**src/rtl/riscv_pkg.sv**
```systemverilog
// Shared RISC-V core definitions: fetch entry layout and the canonical NOP.
// Decode substitutes NOP_INSTR for bubbles when no fetched entry is available.
package riscv_pkg;

    localparam int XLEN = 32;

    localparam logic [31:0] NOP_INSTR = 32'h0000_0013;

    typedef struct packed {
        logic [XLEN-1:0] pc;
        logic [31:0]     instr;
    } fetch_entry_t;

endpackage

```
**src/rtl/riscv_fetch_queue_fifo.sv**
```systemverilog
// Synchronous prefetch FIFO with flush, occupancy count and a combinational head.
// The head reads as zero whenever the FIFO is empty.
module fetch_fifo #(
    parameter int WIDTH = 64,
    parameter int DEPTH = 4
) (
    input  logic                       clk,
    input  logic                       reset,
    input  logic                       flush,
    input  logic                       push,
    input  logic                       pop,
    input  logic [WIDTH-1:0]           wdata,
    output logic [WIDTH-1:0]           head,
    output logic [$clog2(DEPTH+1)-1:0] count
);

    localparam int PW = $clog2(DEPTH);
    localparam int CW = $clog2(DEPTH+1);

    logic [WIDTH-1:0] r_mem [DEPTH];
    logic [PW-1:0]    r_wrPtr;
    logic [PW-1:0]    r_rdPtr;
    logic [CW-1:0]    r_count;
    logic             w_pop;
    logic             w_push;

    // A push into a full FIFO is only legal when the head leaves in the same cycle.
    always_comb begin
        w_pop  = pop && (r_count != '0);
        w_push = push && ((r_count != CW'(DEPTH)) || w_pop);
    end

    always_ff @(posedge clk or posedge reset) begin
        if (reset) begin
            r_wrPtr <= '0;
            r_rdPtr <= '0;
            r_count <= '0;
        end else if (flush) begin
            r_wrPtr <= '0;
            r_rdPtr <= '0;
            r_count <= '0;
        end else begin
            if (w_push) r_wrPtr <= r_wrPtr + PW'(1);
            if (w_pop)  r_rdPtr <= r_rdPtr + PW'(1);
            if (w_push && !w_pop)      r_count <= r_count + CW'(1);
            else if (w_pop && !w_push) r_count <= r_count - CW'(1);
        end
    end

    always_ff @(posedge clk) begin
        if (w_push && !flush) r_mem[r_wrPtr] <= wdata;
    end

    assign head  = (r_count != '0) ? r_mem[r_rdPtr] : '0;
    assign count = r_count;

endmodule

```
**src/rtl/riscv_fetch_queue.sv**
```systemverilog
// Instruction-fetch front end: pipelined in-order imem requests feeding a prefetch FIFO
// that hands {pc, instr} pairs to decode; redirects flush the FIFO and drop in-flight responses.
module riscv_fetch_queue #(
    parameter int              XLEN            = riscv_pkg::XLEN,
    parameter int              DEPTH           = 4,
    parameter int              MAX_OUTSTANDING = 2,
    parameter logic [XLEN-1:0] RESET_PC        = '0
) (
    input  logic            clk,
    input  logic            reset,
    output logic            imem_req,
    output logic [XLEN-1:0] imem_addr,
    input  logic            imem_gnt,
    input  logic            imem_rvalid,
    input  logic [31:0]     imem_rdata,
    input  logic            redirect_valid,
    input  logic [XLEN-1:0] redirect_pc,
    output logic            dec_valid,
    input  logic            dec_ready,
    output logic [31:0]     dec_instr,
    output logic [XLEN-1:0] dec_pc
);

    localparam int CW = $clog2(DEPTH+1);

    logic [XLEN-1:0]    r_fetchPc;
    logic [XLEN-1:0]    r_respPc;
    logic [CW-1:0]      r_outstanding;
    logic [CW-1:0]      r_dropCnt;
    logic [CW-1:0]      w_count;
    logic [CW-1:0]      w_outNext;
    logic [XLEN-1:0]    w_redirPc;
    logic [XLEN+31:0]   w_head;
    logic               w_credit;
    logic               w_issue;
    logic               w_keep;

    // Credit counts FIFO entries plus in-flight requests, so every kept response has a slot.
    always_comb begin
        w_credit  = (r_outstanding < CW'(MAX_OUTSTANDING))
                 && (({1'b0, w_count} + {1'b0, r_outstanding}) < (CW+1)'(DEPTH));
        imem_req  = !reset && !redirect_valid && w_credit;
        w_issue   = imem_req && imem_gnt;
        w_outNext = r_outstanding + CW'(w_issue) - CW'(imem_rvalid && (r_outstanding != '0));
        w_keep    = imem_rvalid && (r_dropCnt == '0) && !redirect_valid;
        w_redirPc = redirect_pc & ~XLEN'(3);
    end

    always_ff @(posedge clk or posedge reset) begin
        if (reset) begin
            r_fetchPc     <= RESET_PC;
            r_respPc      <= RESET_PC;
            r_outstanding <= '0;
            r_dropCnt     <= '0;
        end else begin
            r_outstanding <= w_outNext;
            if (redirect_valid) begin
                r_fetchPc <= w_redirPc;
                r_respPc  <= w_redirPc;
                r_dropCnt <= w_outNext;
            end else begin
                if (w_issue) r_fetchPc <= r_fetchPc + XLEN'(4);
                if (w_keep)  r_respPc  <= r_respPc + XLEN'(4);
                if (imem_rvalid && (r_dropCnt != '0)) r_dropCnt <= r_dropCnt - CW'(1);
            end
        end
    end

    fetch_fifo #(
        .WIDTH (XLEN + 32),
        .DEPTH (DEPTH)
    ) u_fifo (
        .clk   (clk),
        .reset (reset),
        .flush (redirect_valid),
        .push  (w_keep),
        .pop   (dec_ready),
        .wdata ({r_respPc, imem_rdata}),
        .head  (w_head),
        .count (w_count)
    );

    assign imem_addr = r_fetchPc;
    assign dec_valid = (w_count != '0);
    assign dec_pc    = w_head[XLEN+31:32];
    assign dec_instr = w_head[31:0];

`ifndef SYNTHESIS
    a_countBound: assert property (@(posedge clk) disable iff (reset) w_count <= CW'(DEPTH));
    a_outBound:   assert property (@(posedge clk) disable iff (reset) r_outstanding <= CW'(MAX_OUTSTANDING));
    a_noStrayRsp: assert property (@(posedge clk) disable iff (reset) !(imem_rvalid && (r_outstanding == '0)));
    a_aligned:    assert property (@(posedge clk) disable iff (reset) imem_addr[1:0] == 2'b00);
`endif

endmodule

```
**config.mk**
```make
export PLATFORM = sky130hd
export DESIGN_NAME = riscv_fetch_queue
export DESIGN_NICKNAME = d
export VERILOG_FILES = /design/src/rtl/riscv_pkg.sv /design/src/rtl/riscv_fetch_queue_fifo.sv /design/src/rtl/riscv_fetch_queue.sv
export SDC_FILE = /design/constraint.sdc
export NUM_CORES = 1
export LEC_CHECK = 0
export CORE_ASPECT_RATIO = 1.5
export CORE_MARGIN = 2
export CORE_UTILIZATION = 51
export CTS_CLUSTER_SIZE = 25
export DETAILED_ROUTE_END_ITERATION = 7
export PLACE_DENSITY_LB_ADDON = 0.1
export SYNTH_ARGS = -nofsm -noshare
export SYNTH_HDL_FRONTEND = slang
export SYNTH_SLANG_ARGS = --single-unit
```
**constraint.sdc**
```tcl
create_clock -name clk -period 5.5 [get_ports clk]
set_clock_uncertainty 0.15 [all_clocks]
set_input_delay 1.375 -clock clk [delete_from_list [all_inputs] [get_ports clk]]
set_output_delay 1.375 -clock clk [all_outputs]
set_load 0.005 [all_outputs]
```
==> results by group <==
Setup path
  • Setup slack, reg-to-reg: 2.21 ns
  • Crit path from: u_fifo.r_rdPtr[0]
  • Max Fanout on Critical Path: 35
  • CP arrival: 2.97 ns
  • Reg-to-reg critical path startpoint: u_fifo.count[0]
  • Startpoint Class: flip-flop
  • Crit Path Class: flip-flop to output pin
  • Reg2reg path depth: 7
  • Data required time of the worst path: 3.97 ns
  • Reg2Reg Capture Point: u_fifo.count[2]
  • Crit path capture type: output pin

Worst hold path
  • Hold path start: u_fifo.r_wrPtr[0]
  • Hold crit path type: flip-flop to flip-flop
  • Hold EP: u_fifo.r_wrPtr[0]
  • Hold Crit Depth: 1

Global routing
  • Pin count of the biggest net entering global routing: 67
  • Vias in the first global route: 8269
  • First-pass GRT wire length: 45100 um
  • Total track usage: 21.0%
  • Initial antenna violation count: 0
  • Gr ovfl total: 0

Detailed routing
  • Final ANT Viol Nets: 0
  • Detailed-route via count: 8039
  • DR iter-0 viols: 511
  • Total Wirelength: 28900 um
  • Vias per inst: 5.74
  • Total iterations of the first detailed-routing run: 4
  • Residual DRC count: 0
  • WL/cell: 20.6 um

Yosys
  • Most common flop cell mapped by yosys: edfxtp_1
  • Seq/Total Area, Yosys: 67.8%
  • EDFF count, synth: 248
  • Total number of yosys warnings: 0
  • Mapped Cells: 875
  • Synth area leaders: edfxtp_1 54%, dfrtp_1 13%, mux4_2 10%, and2_1 3.4%, nand2_1 1.7%
  • Syn Area/Cell: 15.6 um2
  • Post-synth ARST share: 22.7%
  • Yosys top cell area share: 54.4%
  • Post-Syn Area: 13700 um2
  • #FFs+latches synth: 321
  • Netlist cell types: 56
  • Post-synth top area cell: edfxtp_1

Clock tree
  • TritonCTS clock tree: done
  • CTS clk-pin slew, worst paths: 0.06 ns
  • Worst-Skew Late Latency: 0.55 ns
  • Clock net sink count: 321
  • TritonCTS buffer count: 30
  • H-tree levels: 1
  • Root Driver: clkbuf_16
  • Postcts setup bufs: 0
  • Clock buffer depth: 3
  • Cts repair resizes: 0
  • Hold Buf Count CTS: 0

Timing
  • Min cycle time layout: 4.50 ns
  • Hold slack: 0.399 ns
  • Fin crit share: 81.8%
  • Final hold vios: 0
  • Tightest Pin Transition: 1.08 ns
  • Rel. slew slack: 28.2%
  • Max Clk Rate: 0.222 GHz
  • Setup Viol. Count Final: 0
  • Fin Setup TNS: 0 ns
  • Max-slew violation count: 0
  • RSZ-0062 raised after global routing: false

Floorplan
  • Die Ht: 205 um
  • Core ar.: 26500 um2
  • Die area: 28200 um2
  • Width of the die: 138 um
  • Initial core utilization: 51.6%
  • I/O pins: 168
  • Core Rows: 73

Placed design
  • Placer Congestion: 0.922
  • DP Area: 15700 um2
  • IO buf count: 161
  • HPWL after DPL: 18100 um

Cells and area
  • Number of antenna repair diodes: 0
  • Final #Nets: 1125
  • Post-route cell area: 16600 um2
  • Share of layout cells above drive strength 1: 13.6%
  • Area growth, synth to finish: 21.7%

Pwr
  • Final Total Pwr: 0.00655 W
  • PD cells: 393 nW/um2
  • Leakage: 5.63 nW
  • Worst vdd ir: 0.000296 V

Flow run
  • Max Cap Viol: 0

Run status
  • Status: finished clean
metal layers:
layer	routed length [um]	track usage (%)
met3	1370	2.67
met5	0	0
met1	11700	27.1
met2	15300	37.5
met4	515	5.36
cell type report:
cell class	count	area (um2)
clock buffers	41	833
fillers	2036	9840
repair buffers	175	1800
clock inverters	14	98.8
flip-flops and latches	321	9280
multi-input cells	492	4140
inverters	20	75.1
well taps	337	422
flip-flops by register name, summed over array words and instances, names as in the netlist:
name / count
u_fifo.r_mem: 248
imem_addr: 30
r_respPc: 30
r_dropCnt: 3
r_outstanding: 3
u_fifo.count: 3
u_fifo.r_rdPtr: 2
u_fifo.r_wrPtr: 2
worst max-delay path, stage by stage (launching register included):
cell	delay, ns
dfrtp_4	0.84
buf_12	0.37
mux4_2	0.53
and2_1	0.17
clkdlybuf4s50_1	0.47
cells in the final DEF (no fill, tap or decap), types with 4 or more instances in the layout:
master / n
xnor2_1: 14
mux2i_1: 6
a21oi_1: 11
clkdlybuf4s50_1: 160
conb_1: 4
nand3_1: 39
dfrtp_1: 71
a31oi_1: 6
inv_1: 17
and4_1: 6
and3_1: 5
o211ai_1: 9
and2_2: 4
ha_1: 13
nor2_1: 29
clkbuf_16: 31
xor2_1: 25
nand4_1: 21
nand2_1: 63
clkinv_2: 7
nor3_1: 7
mux4_2: 62
o311ai_0: 9
o21ai_0: 42
edfxtp_1: 248
buf_4: 7
and2_1: 71
buf_12: 7
clkbuf_1: 8
synthesized netlist by cell type (3+ instances only):
cell       number
mux2i_1         6
nor4_2          3
xnor2_1        14
buf_2          11
and2_1         75
nand3b_1        3
mux4_2         62
clkbuf_1       26
nor4_1          3
buf_4           5
nand4_1        21
o211ai_1        9
nor3_1          7
and4_1          6
and3_1          5
inv_1          18
ha_1           13
a21oi_1        11
nor2_1         29
edfxtp_1      248
a31oi_1         6
mux2_2          3
nand3_1        39
xor2_1         25
nand2_1        63
dfrtp_1        73
o311ai_0        9
o2111ai_1       3
o21ai_0        42
kinds of logic (layout without fill, tap and decap cells):
| kind of cell | count (synthesis) | count (layout) | synth area share [%] |
|---|---|---|---|
| other | 1 | 4 | 0.0274 |
| AO/OA/AOI/OAI | 91 | 91 | 4.13 |
| adder cells (fa/ha/maj) | 15 | 15 | 1.48 |
| multiplexers | 71 | 71 | 10.9 |
| AND/OR/NAND/NOR | 272 | 272 | 11.1 |
| flip-flops | 321 | 321 | 67.8 |
| XOR/XNOR | 39 | 39 | 2.50 |
| buffers and inverters | 65 | 250 | 2.08 |
metrics by stage:
step | utilization [%] | setup WS (ns) | std cells
after floorplan | - | 1.19 | 878
final | 62.8 | 1.00 | 1400
after global routing | 62.8 | 0.817 | 1400
after CTS | 62.8 | 0.912 | 1400
after detailed placement | 59.3 | 1.10 | 1345
after global placement | 59.3 | 1.10 | 1345
worst max path at each step:
| stage | endpoint | slack [ns] | cells past startpoint |
|---|---|---|---|
| floorplan | u_fifo.r_mem[0][0] | 1.19 | 4 |
| global placement | imem_req | 1.10 | 4 |
| detailed placement | imem_req | 1.10 | 4 |
| CTS | dec_instr[20] | 0.91 | 4 |
| global route | dec_instr[13] | 0.82 | 4 |
| finish | dec_pc[14] | 1.00 | 4 |
report_power, final:
group	total (W)	leakage, nW	internal [W]	switching (W)
clock	0.00196	0.460	0.00110	0.000854
combinational	0.00165	2.04	0.000951	0.000697
sequential	0.00294	3.12	0.00277	0.000169
Power figures use the tool's default switching activity.
